<file path="src/rtl/hd_tzmask_serial_pkg.sv">
// Shared types and helpers for the serial trailing-zero-mask block.
// Optional ctz counter is enabled with the HD_CTZ_COUNT_EN macro.
package hd_pkg;

  typedef enum logic [1:0] {
    HD_IDLE = 2'd0,
    HD_BUSY = 2'd1,
    HD_DONE = 2'd2
  } hd_state_e;

  // Number of chunk cycles needed to resolve one operand.
  function automatic int hd_nchunk(input int width, input int chunk);
    return (chunk > 0) ? (width / chunk) : 0;
  endfunction

  // Width of a count that must reach WIDTH (all-zero operand).
  function automatic int hd_ctz_w(input int width);
    return $clog2(width + 1);
  endfunction

endpackage

</file>
<file path="src/rtl/hd_tzmask_serial_if.sv">
// Operand/result bus of hd_tzmask_serial. out_ctz exists only when
// HD_CTZ_COUNT_EN is defined. The state field mirrors the internal FSM.
//
// Handshake: a transfer happens on a rising clk edge where valid and ready
// are both high. A source holds valid and its data steady until that edge;
// the sink may raise or lower ready freely. Here in_valid/in_ready carry
// operands into the block and out_valid/out_ready carry results out.
interface hd_tzmask_serial_if
  import hd_pkg::*;
#(
  parameter int WIDTH = 32
);

  logic             in_valid;
  logic             in_ready;
  logic [WIDTH-1:0] in_x;
  logic             out_valid;
  logic             out_ready;
  logic [WIDTH-1:0] out_mask;
  logic             out_zero;
`ifdef HD_CTZ_COUNT_EN
  localparam int CTZ_W = hd_ctz_w(WIDTH);
  logic [CTZ_W-1:0] out_ctz;
`endif
  hd_state_e        state;

`ifdef HD_CTZ_COUNT_EN
  modport master (
    output in_valid, in_x, out_ready,
    input  in_ready, out_valid, out_mask, out_zero, out_ctz, state
  );
  modport slave (
    input  in_valid, in_x, out_ready,
    output in_ready, out_valid, out_mask, out_zero, out_ctz, state
  );
`else
  modport master (
    output in_valid, in_x, out_ready,
    input  in_ready, out_valid, out_mask, out_zero, state
  );
  modport slave (
    input  in_valid, in_x, out_ready,
    output in_ready, out_valid, out_mask, out_zero, state
  );
`endif

endinterface

</file>
<file path="src/rtl/hd_tzmask_serial_chunk.sv">
// One CHUNK-bit slice of the trailing-zero mask: a ripple of the
// "all lower bits zero" flag through the slice, LSB first.
// With HD_CTZ_COUNT_EN the slice also reports how many mask bits it set.
module hd_tz_chunk
  import hd_pkg::*;
#(
  parameter int CHUNK = 8
) (
  input  logic [CHUNK-1:0]           x_chunk,
  input  logic                       allz_in,
  output logic [CHUNK-1:0]           m_chunk,
  output logic                       allz_out
`ifdef HD_CTZ_COUNT_EN
  ,
  output logic [$clog2(CHUNK+1)-1:0] pop
`endif
);

`ifdef HD_CTZ_COUNT_EN
  localparam int PW = $clog2(CHUNK + 1);
`endif

  // Ripple the carry flag: a bit is in the mask only if it and every lower bit are zero.
  always_comb begin
    logic a;
    m_chunk = '0;
    a       = allz_in;
    for (int j = 0; j < CHUNK; j++) begin
      m_chunk[j] = a & ~x_chunk[j];
      a          = m_chunk[j];
    end
    allz_out = a;
  end

`ifdef HD_CTZ_COUNT_EN
  // Count the mask bits set in this slice.
  always_comb begin
    pop = '0;
    for (int j = 0; j < CHUNK; j++) begin
      pop = pop + PW'(m_chunk[j]);
    end
  end
`endif

endmodule

</file>
<file path="src/rtl/hd_tzmask_serial.sv">
// Serial trailing-zero mask m = ~x & (x - 1), CHUNK bits per cycle.
// An accepted operand is latched, then resolved LSB chunk first over
// NCHUNK cycles while a carry flag tracks "all lower bits zero". The
// result is then held until the consumer takes it.
// Optional: HD_CTZ_COUNT_EN adds out_ctz, the trailing-zero count.
module hd_tzmask_serial
  import hd_pkg::*;
#(
  parameter int WIDTH = 32,
  parameter int CHUNK = 8
) (
  input logic               clk,
  input logic               rst_n,
  hd_tzmask_serial_if.slave hd
);

  localparam int NCHUNK = hd_nchunk(WIDTH, CHUNK);
  localparam int KW     = (NCHUNK > 1) ? $clog2(NCHUNK) : 1;
  localparam logic [KW-1:0] K_LAST = KW'(NCHUNK - 1);
`ifdef HD_CTZ_COUNT_EN
  localparam int CTZ_W  = hd_ctz_w(WIDTH);
  localparam int PW     = $clog2(CHUNK + 1);
`endif

  // Reject configurations that cannot be split into whole chunks.
  if (WIDTH < 1) begin : g_bad_width
    $error("hd_tzmask_serial: WIDTH must be >= 1");
  end
  if (CHUNK < 1 || (WIDTH % CHUNK) != 0) begin : g_bad_chunk
    $error("hd_tzmask_serial: CHUNK must divide WIDTH");
  end

  hd_state_e        state_q;
  logic             in_ready_q;
  logic             out_valid_q;
  logic [WIDTH-1:0] x_q;
  logic [WIDTH-1:0] mask_q;
  logic             allz_q;
  logic [KW-1:0]    k_q;
`ifdef HD_CTZ_COUNT_EN
  logic [CTZ_W-1:0] ctz_q;
  logic [PW-1:0]    pop;
`endif

  logic [CHUNK-1:0] x_chunk;
  logic [CHUNK-1:0] m_chunk;
  logic             allz_nxt;

  // Select the operand slice for the current chunk index.
  always_comb begin
    x_chunk = x_q[k_q*CHUNK +: CHUNK];
  end

  hd_tz_chunk #(
    .CHUNK(CHUNK)
  ) u_chunk (
    .x_chunk (x_chunk),
    .allz_in (allz_q),
    .m_chunk (m_chunk),
    .allz_out(allz_nxt)
`ifdef HD_CTZ_COUNT_EN
    ,
    .pop     (pop)
`endif
  );

  // Control FSM plus operand, mask, index, carry and count registers.
  always_ff @(posedge clk) begin
    if (!rst_n) begin
      state_q     <= HD_IDLE;
      in_ready_q  <= 1'b1;
      out_valid_q <= 1'b0;
      x_q         <= '0;
      mask_q      <= '0;
      allz_q      <= 1'b0;
      k_q         <= '0;
`ifdef HD_CTZ_COUNT_EN
      ctz_q       <= '0;
`endif
    end else begin
      case (state_q)
        HD_IDLE: begin
          if (hd.in_valid) begin
            x_q        <= hd.in_x;
            k_q        <= '0;
            allz_q     <= 1'b1;
`ifdef HD_CTZ_COUNT_EN
            ctz_q      <= '0;
`endif
            state_q    <= HD_BUSY;
            in_ready_q <= 1'b0;
          end
        end
        HD_BUSY: begin
          mask_q[k_q*CHUNK +: CHUNK] <= m_chunk;
          allz_q                     <= allz_nxt;
`ifdef HD_CTZ_COUNT_EN
          ctz_q                      <= ctz_q + CTZ_W'(pop);
`endif
          if (k_q == K_LAST) begin
            k_q         <= '0;
            state_q     <= HD_DONE;
            out_valid_q <= 1'b1;
          end else begin
            k_q <= k_q + 1'b1;
          end
        end
        HD_DONE: begin
          // The result drains here; the next operand waits for IDLE.
          if (hd.out_ready) begin
            state_q     <= HD_IDLE;
            out_valid_q <= 1'b0;
            in_ready_q  <= 1'b1;
          end
        end
        default: begin
          state_q     <= HD_IDLE;
          in_ready_q  <= 1'b1;
          out_valid_q <= 1'b0;
        end
      endcase
    end
  end

  assign hd.in_ready  = in_ready_q;
  assign hd.out_valid = out_valid_q;
  assign hd.out_mask  = mask_q;
  assign hd.out_zero  = allz_q;
  assign hd.state     = state_q;
`ifdef HD_CTZ_COUNT_EN
  assign hd.out_ctz   = ctz_q;
`endif

endmodule
</file>
<file path="src/flat_wrapper.sv">
// flat-port wrapper written by rule: the top's interface ports become plain ports
module hd_tzmask_serial_flat import hd_pkg::*;
#(
  parameter int WIDTH = 32,
  parameter int CHUNK = 8
)
  (clk, rst_n, hd_in_valid, hd_in_x, hd_out_ready, hd_in_ready, hd_out_valid, hd_out_mask, hd_out_zero, hd_state);
  hd_tzmask_serial_if #(.WIDTH(WIDTH)) hd_i ();
  input logic clk;
  input logic rst_n;
  input wire logic [$bits(hd_i.in_valid)-1:0] hd_in_valid;
  input wire logic [$bits(hd_i.in_x)-1:0] hd_in_x;
  input wire logic [$bits(hd_i.out_ready)-1:0] hd_out_ready;
  output wire logic [$bits(hd_i.in_ready)-1:0] hd_in_ready;
  output wire logic [$bits(hd_i.out_valid)-1:0] hd_out_valid;
  output wire logic [$bits(hd_i.out_mask)-1:0] hd_out_mask;
  output wire logic [$bits(hd_i.out_zero)-1:0] hd_out_zero;
  output wire logic [$bits(hd_i.state)-1:0] hd_state;
  assign hd_i.in_valid = hd_in_valid;
  assign hd_i.in_x = hd_in_x;
  assign hd_i.out_ready = hd_out_ready;
  assign hd_in_ready = hd_i.in_ready;
  assign hd_out_valid = hd_i.out_valid;
  assign hd_out_mask = hd_i.out_mask;
  assign hd_out_zero = hd_i.out_zero;
  assign hd_state = hd_i.state;
  hd_tzmask_serial #(.WIDTH(WIDTH), .CHUNK(CHUNK)) u_core (.clk(clk), .rst_n(rst_n), .hd(hd_i));
endmodule
</file>
<file path="config.mk">
export PLATFORM = sky130hd
export DESIGN_NAME = hd_tzmask_serial_flat
export DESIGN_NICKNAME = d
export VERILOG_FILES = /design/src/rtl/hd_tzmask_serial_pkg.sv /design/src/rtl/hd_tzmask_serial_if.sv /design/src/rtl/hd_tzmask_serial_chunk.sv /design/src/rtl/hd_tzmask_serial.sv /design/src/flat_wrapper.sv
export SDC_FILE = /design/constraint.sdc
export NUM_CORES = 1
export LEC_CHECK = 0
export BUFFER_PORTS_ARGS = -buffer_cell sky130_fd_sc_hd__buf_2
export CELL_PAD_IN_SITES_DETAIL_PLACEMENT = 0
export CELL_PAD_IN_SITES_GLOBAL_PLACEMENT = 1
export CORE_MARGIN = 4
export CORE_UTILIZATION = 25
export CTS_CLUSTER_SIZE = 30
export DETAILED_ROUTE_END_ITERATION = 16
export MAX_ROUTING_LAYER = met4
export PLACE_DENSITY_LB_ADDON = 0.12
export SLEW_MARGIN = 10
export SYNTH_ARGS = -nofsm -noshare
export SYNTH_HDL_FRONTEND = slang
export SYNTH_SLANG_ARGS = --single-unit
</file>
<file path="constraint.sdc">
create_clock -name clk -period 1.89 [get_ports clk]
set_clock_uncertainty 0.05 [all_clocks]
set_input_delay 0.567 -clock clk [delete_from_list [all_inputs] [get_ports clk]]
set_output_delay 0.567 -clock clk [all_outputs]
set_load 0.01 [all_outputs]
</file>
### Yosys cells after proc, flatten, opt, wreduce, memory -nomap -nowiden

Index checks and enable logic that the tools add are counted.

* register bits: 71

* add/subtract/negate cells: 2
* equality and inequality tests: 6
* shifts and indexed selects: 3
* multiplexer cells: 16
* bitwise gates (word level): 18
* reduce and logical (&&, ||, !) cells: 7

Operators by type and width (number)
* $neg 5->34: 1
* $shift 8x34->32 const A: 1
* $shiftx 8x34->32: 1
* $bwmux 32: 1
* $shiftx 32x6->8: 1
* $mux 2: 5
* $not 1->1: 10
* $reduce_and 3->1: 3
* $and 1x1->1: 8
* $pmux 1 s3: 2
* $pmux 2 s3: 1
* $mux 1: 5
* $eq 2x2->1 const B: 2
* $ne 2x2->1 const B: 2
* $pmux 2 s2: 1
* $reduce_and 2->1: 2
* $add 2x1->2 const B: 1
* $eq 2x1->1 const B: 1
* $logic_not 2->1: 1
* $ne 2x1->1 const B: 1
* $pmux 1 s2: 1
* $reduce_bool 2->1: 1

### Logic depth before layout (Yosys ltp)

Gate-level depths: netlist of the first run.

* depth in word-level cells: 12
* gate-level depth with buffers: 8
* depth with buffers taken out: 6

### Modules after synthesis

From an unflattened synthesis of the first run, not the netlist that was laid out.

* cell total of the unflattened synthesis: 303
* area total of the unflattened synthesis: 3010.4 µm²

By module, submodules not included
* hd_tzmask_serial: instances 1, cells an instance 290, area an instance 2912.8 µm², sequential area each 1421.4 µm²
* hd_tz_chunk: instances 1, cells an instance 13, area an instance 97.6 µm², sequential area each 0.0 µm²

### Worst setup path after synthesis of the first run

OpenSTA, ideal clock, no wires.

* path type: reg2reg
* from: register u_core.k_q[0]
* to: register u_core.mask_q[19], in the netlist u_core.hd.out_mask[19]
* library setup time: 0.076 ns
* data arrival time: 1.951 ns
* slack: -0.186 ns
* stages on the path, launching flop included: 9
* path buffers: 2
* period minus slack after synthesis: 2.076 ns
* cells stage by stage: dfxtp_1 -> buf_6 -> buf_4 -> inv_1 -> ha_1 -> inv_1 -> nor4_2 -> nand4_1 -> a21boi_0

* word-level cells in the longest chain between the ends: 12

Ends and longest elaborated chain
* from (decl): RTL line hd_tzmask_serial.sv:39 `logic [KW-1:0] k_q;`
* from (signal assigned): RTL line hd_tzmask_serial.sv:105 `k_q <= k_q + 1'b1;`
* $shiftx 32x6->8: RTL line hd_tzmask_serial.sv:51 `x_chunk = x_q[k_q*CHUNK +: CHUNK];`
* $not 1->1: RTL line hd_tzmask_serial_chunk.sv:29 `m_chunk[j] = a & ~x_chunk[j];`
* $and 1x1->1 (8 in series): RTL line hd_tzmask_serial_chunk.sv:29
* $shiftx 8x34->32: RTL line hd_tzmask_serial.sv:95 `mask_q[k_q*CHUNK +: CHUNK] <= m_chunk;`
* $bwmux 32 *: RTL line hd_tzmask_serial.sv:95
* to (signal, indexed assignment): RTL line hd_tzmask_serial.sv:95
* to (decl): RTL line hd_tzmask_serial.sv:37 `logic [WIDTH-1:0] mask_q;`

Mark *: on every way between the ends. The rest lies on a longest branch, timed or not.
A chain may end at the register's enable or synchronous reset.

### Worst setup path after layout of the first run

* from: register u_core.k_q[0]
* to: register u_core.mask_q[14], in the netlist u_core.hd.out_mask[14]

Same word-level chain as after synthesis.

==> run metrics, run 1 <==
CP Buf/Inv Count 1; Worst slew margin 70.88%; Core Area 12110 sq um; count leader, synth nand2_1; I/O Pins 73; WP data arrival 2030 ps; Slowest-stage cell, CP mux4_2; chip width 119.9 microns; first-pass GRT wire length 14750 microns; Design Area, Final 4409 sq um; Mapped Area 3131 sq um; crit end category register; GP Congestion 0.7732; Tcrit/Tclk final 97.30%; Design Power 0.003932 W; sw power 0.0009483 W; layout cells sized above 1 35.40%; DP HPWL 6758 microns; startpoint types register; slowest cell delay on critical path 560 ps; run status complete, no violations; placed insts 596; drt total wl 8974 microns; Cell Int Power 0.002984 W; Syn Inst Count 345; slew of the pin with the lowest slew margin 436.2 ps; MaxCap Viol Count 0; worst hold path type reg2reg; syn_nets 386; crit-path cells mux4_2 > buf_4 > or2_2 > o31ai_1; Routed WL per cell 14.47 microns; Vias 2729; max-slew violations 0; Final #Nets 488; post-synth top area share 45.40%; Top FF cell, synth dfxtp_1; clock tree sinks 71; fin cells 620; Distinct cells, synth 37; DP Area 3918 sq um; H-Tree Depth 3; Area Overhead vs Synth 40.85%; Req. time, crit path 2080 ps; Power Density 891.9 nW/um^2; unrepaired setup endpoints after global routing true; number of DRC markers in iteration 0 116; Seq pwr share 40.5%; vias in the first global route 2751; initial antenna violation count 0; row count 40; pin count of the biggest net entering global routing 35; yosys warns 0; worst-path fanout max 7; IO Port Bufs 72; via/cell ratio 4.402; clock share of power 46.4%; top cells by count, synth nand2_1, dfxtp_1, a21boi_0, clkbuf_1; number of detailed-route iterations in the first pass 4; number of synthesized flops with an enable pin 0; Switching Share 24.12%; Hold Vio Cnt, Final 0; min Tclk post-route 1839 ps; DR DRC count 0; Comb pwr share 13.0%; Root Buffer clkbuf_16; VDD IR max 326.9 uV; Die Y-Extent 119.9 microns; #FFs+latches synth 71; CTS Buf Count 9; # setup viols final 0; CTS tree yes; syn_area_per_cell 9.074 sq um; post-synth top area cell dfxtp_1; CP top delay family multiplexers; starting density of the core 25.85%; Max Fclk 543.8 MHz; Clock Latency Late Sink 330 ps; Final ANT Viol Nets 0; leak pwr 1.749 nW; antenna diode count 0; Die ar. 14380 sq um; WS Path Type reg2reg; gr ovfl total 0; Synth area leaders dfxtp_1, a21boi_0, nand2_1, mux4_2, nor2b_1; Finished Core Util 36.41%; ys async rst share 0%; Worst-path clk slew 60 ps; CTS Buffer Depth 2; sequential-to-total area share from yosys stat 45.40%; Tot GR Track Use 13.38%
-- kinds of logic after synthesis --
kind of cell               Yosys count  share of synthesized area, %
AOI/OAI and AO/OA                   73                         17.39
adders and majority gates            5                         1.998
buffers and inverters               30                         4.236
DFF                                 71                         45.40
muxes                               13                         7.074
and+or+nand+nor                    153                         23.90
-- layout by cell type (no fill, tap or decap), types with 3 or more instances in the layout --
| master | n |
|---|---|
| a21boi_0 | 41 |
| a21boi_1 | 6 |
| a22oi_1 | 4 |
| a32oi_1 | 6 |
| buf_2 | 72 |
| buf_4 | 34 |
| buf_6 | 7 |
| clkbuf_16 | 9 |
| dfxtp_1 | 69 |
| ha_1 | 3 |
| inv_1 | 5 |
| mux2i_1 | 3 |
| mux4_2 | 7 |
| nand2_1 | 85 |
| nand2b_1 | 3 |
| nand3_1 | 13 |
| nand3b_1 | 4 |
| nand4_1 | 12 |
| nor2_1 | 4 |
| nor2b_1 | 13 |
| nor3_1 | 4 |
| o21ai_0 | 3 |
| o21ai_1 | 4 |
| o31ai_1 | 5 |
-- registers in the layout (all words and copies together), names as in the netlist --
signal,cells
u_core.x_q,32
u_core.k_q,2
u_core.hd.out_valid,1
u_core.hd.in_ready,1
u_core.hd.out_zero,1
u_core.hd.state,2
u_core.hd.out_mask,32
-- routing by layer --
| metal | share of wire, % | track usage [%] |
|---|---|---|
| met1 | 51 | 18.23 |
| met2 | 44 | 19.56 |
| met3 | 3.7 | 3.487 |
| met4 | 1.0 | 3.865 |
| met5 | 0 | - |
-- repair_timing --
action | in CTS | in global routing
setup endpoints to repair | 10 | 24
setup buffers | 5 | 4
hold buffers | 0 | 0
gates resized for setup | 5 | 24
pin swaps | 8 | 13
-- tightest hold or removal path: stages, from the launching register on --
cell and delay (ps):
dfxtp_1 310, nand2_1 50, a21boi_1 50
-- worst paths after layout --
| check | start | to | slack [ps] | cells past startpoint |
|---|---|---|---|---|
| max | u_core.k_q[0]$_SDFFE_PN0P_ | u_core.hd.out_mask[14]$_SDFFE_PN0P_ | 50 | 4 |
| min | u_core.hd.out_mask[20]$_SDFFE_PN0P_ | u_core.hd.out_mask[20]$_SDFFE_PN0P_ | 400 | 2 |
| max reg2reg | u_core.k_q[0]$_SDFFE_PN0P_ | u_core.hd.out_mask[14]$_SDFFE_PN0P_ | 50 | 4 |
| min reg2reg | u_core.hd.out_mask[20]$_SDFFE_PN0P_ | u_core.hd.out_mask[20]$_SDFFE_PN0P_ | 400 | 2 |
-- final cells by class --
type | instances | area [sq um]
Clock buffer | 11 | 242.7
Clock inverter | 5 | 81.33
Fill cell | 1304 | 7702
Inverter | 6 | 25.02
Multi-Input combinational cell | 244 | 1687
Sequential cell | 71 | 1429
Tap cell | 168 | 210.2
Timing Repair Buffer | 115 | 734.5
-- stage by stage --
stage / TNS [ps] / hold slack (ps) / setup WS, ps
6_report: 0 / 398.9 / 51.00
5_1_grt: -378.9 / 426.3 / -67.49
4_1_cts: -67.16 / 407.0 / -16.60
3_5_place_dp: -302.1 / 397.1 / -84.29
3_3_place_gp: -5.323 / 398.9 / -4.833
2_1_floorplan: 0 / 390.0 / 10.16
-- power groups by stage --
stage	sequential (W)	combinational (W)	clock, W
finish	0.00159	0.000512	0.00183
global route	0.00160	0.000570	0.00194
CTS	0.00160	0.000485	0.00188
detailed placement	0.00163	0.000458	0
global placement	0.00163	0.000454	0
floorplan	0.00161	0.000279	0
Power figures use the tool's default switching activity.
==> inputs of run 2 (changes only) <==
--- a/config.mk
+++ b/config.mk
@@ -17,4 +17,5 @@
 export SLEW_MARGIN = 10
 export SYNTH_ARGS = -nofsm -noshare
 export SYNTH_HDL_FRONTEND = slang
+export SYNTH_HIERARCHICAL = 1
 export SYNTH_SLANG_ARGS = --single-unit
==> run 2 against run 1 <==
Global-route usage is 0.56 points lower. Count of clock-buffer cells in the layout unchanged. Combinational power down 8.2%. Largest cell class unchanged. Area after synthesis fell by 3.8%. Setup slack lost 400 ps. The run now ends with negative setup slack left. Total power is 5.2% lower.
==> run metrics, run 2 <==
Slowest-stage cell, CP or4b_4 (was mux4_2); Worst slew margin 70.41% (was 70.88%); WP data arrival 2460 ps (was 2030 ps); CTS Buffer Depth 2 (unchanged); post-synth top area share 47.22% (was 45.40%); DR DRC count 0 (unchanged); max-slew violations 0 (unchanged); IO Port Bufs 72 (unchanged); # setup viols final 27 (was 0); ys async rst share 0% (unchanged); Final #Nets 444 (was 488); worst-path fanout max 6 (was 7); starting density of the core 25.92% (was 25.85%); layout cells sized above 1 39.80% (was 35.40%); CTS Buf Count 9 (unchanged); slowest cell delay on critical path 600 ps (was 560 ps); Mapped Area 3010 sq um (was 3131 sq um); GP Congestion 0.7509 (was 0.7732); Distinct cells, synth 41 (was 37); slew of the pin with the lowest slew margin 441.2 ps (was 436.2 ps); Design Power 0.003728 W (was 0.003932 W); DP Area 3734 sq um (was 3918 sq um); failing checks negative setup slack; Max Fclk 445.9 MHz (was 543.8 MHz); crit end category register (unchanged); Tcrit/Tclk final 118.7% (was 97.30%); Final ANT Viol Nets 0 (unchanged); WS Path Type reg2reg (unchanged); unrepaired setup endpoints after global routing true (unchanged); most frequent cells in the layout nand2_1, buf_2, dfxtp_1 (unchanged); yosys warns 6 (was 0); Post-Place Setup Slack -378.9 ps (was -84.29 ps); count leader, synth nand2_1 (unchanged); Top FF cell, synth dfxtp_1 (unchanged); clock tree sinks 71 (unchanged); first-pass GRT wire length 13900 microns (was 14750 microns); syn_nets 345 (was 386); DP HPWL 6317 microns (was 6758 microns); leak pwr 1.746 nW (was 1.749 nW); CP Buf/Inv Count 1 (unchanged); Worst Slack Setup Final -352.8 ps (was 51.00 ps); Design Area, Final 4140 sq um (was 4409 sq um); Core Area 11610 sq um (was 12110 sq um); sequential-to-total area share from yosys stat 47.22% (was 45.40%); top cells by count, synth nand2_1, dfxtp_1, a21boi_1, a32o_1, buf_2 (was nand2_1, dfxtp_1, a21boi_0, clkbuf_1); number of detailed-route iterations in the first pass 4 (unchanged); Power Density 900.4 nW/um^2 (was 891.9 nW/um^2); Synth area leaders dfxtp_1, nand2_1, a21boi_1, mux4_2, a32o_1 (was dfxtp_1, a21boi_0, nand2_1, mux4_2, nor2b_1); Tot GR Track Use 12.82% (was 13.38%); I/O Pins 73 (unchanged); chip width 117.7 microns (was 119.9 microns); Syn Inst Count 303 (was 345); initial antenna violation count 0 (unchanged); Finished Core Util 35.65% (was 36.41%); number of DRC markers in iteration 0 164 (was 116); Post-CTS Hold Fix Bufs 0 (unchanged); Die Y-Extent 117.7 microns (was 119.9 microns); via/cell ratio 4.644 (was 4.402); number of synthesized flops with an enable pin 0 (unchanged); CTS tree yes (unchanged); Hold Vio Cnt, Final 0 (unchanged); Req. time, crit path 2110 ps (was 2080 ps); Vias 2554 (was 2729); commonest non-fill, non-tap cell in the layout nand2_1 (unchanged); Root Buffer clkbuf_16 (unchanged); H-Tree Depth 3 (unchanged); Die ar. 13860 sq um (was 14380 sq um); MaxCap Viol Count 0 (unchanged); Worst-path clk slew 60 ps (about the same); Area Overhead vs Synth 37.53% (was 40.85%); #FFs+latches synth 71 (unchanged); run status finished with violations (was complete, no violations); gr ovfl total 0 (unchanged); worst hold path type reg2reg (unchanged); startpoint types register (unchanged); drt total wl 8545 microns (was 8974 microns); crit-path cells mux4_2 > or4b_4 > nor4_4 > buf_4 > a32o_1 (was mux4_2 > buf_4 > or2_2 > o31ai_1); Routed WL per cell 15.54 microns (was 14.47 microns); CP top delay family simple AND/OR/NAND/NOR gates (was multiplexers); vias in the first global route 2618 (was 2751); Clock Latency Late Sink 320 ps (was 330 ps); pin count of the biggest net entering global routing 39 (was 35); min Tclk post-route 2243 ps (was 1839 ps); VDD IR max 385.6 uV (was 326.9 uV); syn_area_per_cell 9.935 sq um (was 9.074 sq um); row count 39 (was 40); antenna diode count 0 (unchanged); post-synth top area cell dfxtp_1 (unchanged)
[run 2: changes by cell type after synthesis, moves of 5 or more]
cell       change
clkbuf_1       -9
nand3_1       -12
o2bb2ai_1      +5
a32oi_1        -6
o22ai_1        +8
nand4_1       -12
nor2b_1        -9
o31ai_1        -5
a32o_1        +16
nor3_1         -5
buf_2          +5
a21boi_1      +28
a21boi_0      -41
[run 2: cell families (layout without fill, tap and decap cells)]
family | Yosys count | in the layout | synth area share, %
AO/OA/AOI/OAI | 76 | 76 | 20.57
adder cells (fa/ha/maj) | 6 | 6 | 2.494
buffers and inverters | 29 | 133 | 5.361
flip-flops | 71 | 71 | 47.22
multiplexers | 9 | 9 | 6.317
AND/OR/NAND/NOR | 112 | 112 | 18.04
[run 2: final cells by class]
cell class	count	area [sq um]
Clock buffer	11	232.7
Clock inverter	5	57.56
Fill cell	1235	7473
Inverter	5	22.52
Multi-Input combinational cell	203	1521
Sequential cell	71	1426
Tap cell	143	178.9
Timing Repair Buffer	112	700.7
[run 2: worst min-delay path, delay by kind of cell (launching register included)]
family / cells / cell delay [ps]
flops: 1 / 310
simple gates: 1 / 50
compound gates: 1 / 50
[run 2: through the flow]
step	hold WS (ps)	setup TNS, ps	instances
floorplan	381.9	-7058	303
detailed placement	399.8	-7180	528
global route	412.4	-8651	550
CTS	407.6	-6860	544
finish	405.6	-6358	550
global placement	396.8	-5906	528
[run 2: path summary, 6_finish.rpt]
path / from / to / slack (ps) / cells after the start
setup reg to reg: u_core/k_q[0]$_SDFFE_PN0P_ / u_core/hd.out_mask[14]$_SDFFE_PN0P_ / -350 / 5
setup / recovery: u_core/k_q[0]$_SDFFE_PN0P_ / u_core/hd.out_mask[14]$_SDFFE_PN0P_ / -350 / 5
hold reg to reg: u_core/x_q[24]$_SDFFE_PN0P_ / u_core/x_q[24]$_SDFFE_PN0P_ / 410 / 2
hold / removal: u_core/x_q[24]$_SDFFE_PN0P_ / u_core/x_q[24]$_SDFFE_PN0P_ / 410 / 2
[run 2: per-layer routing]
metal / GRT usage [%] / share of wire [%]
met1: 15.88 / 46
met2: 21.02 / 49
met3: 3.268 / 3.8
met4: 3.077 / 0.73
met5: - / 0
[run 2: report_power, final]
part / leakage, nW / switching (W) / total (W) / internal, W
registers: 0.579 / 0.0000366 / 0.00159 / 0.00155
clock network: 0.140 / 0.000648 / 0.00167 / 0.00102
logic: 1.03 / 0.000237 / 0.000470 / 0.000232
[run 2: timing repair]
item	4_1_cts	5_1_grt
setup buffers	0	7
endpoints found under the setup margin	27	31
pin swaps	4	7
gates resized for setup	2	19
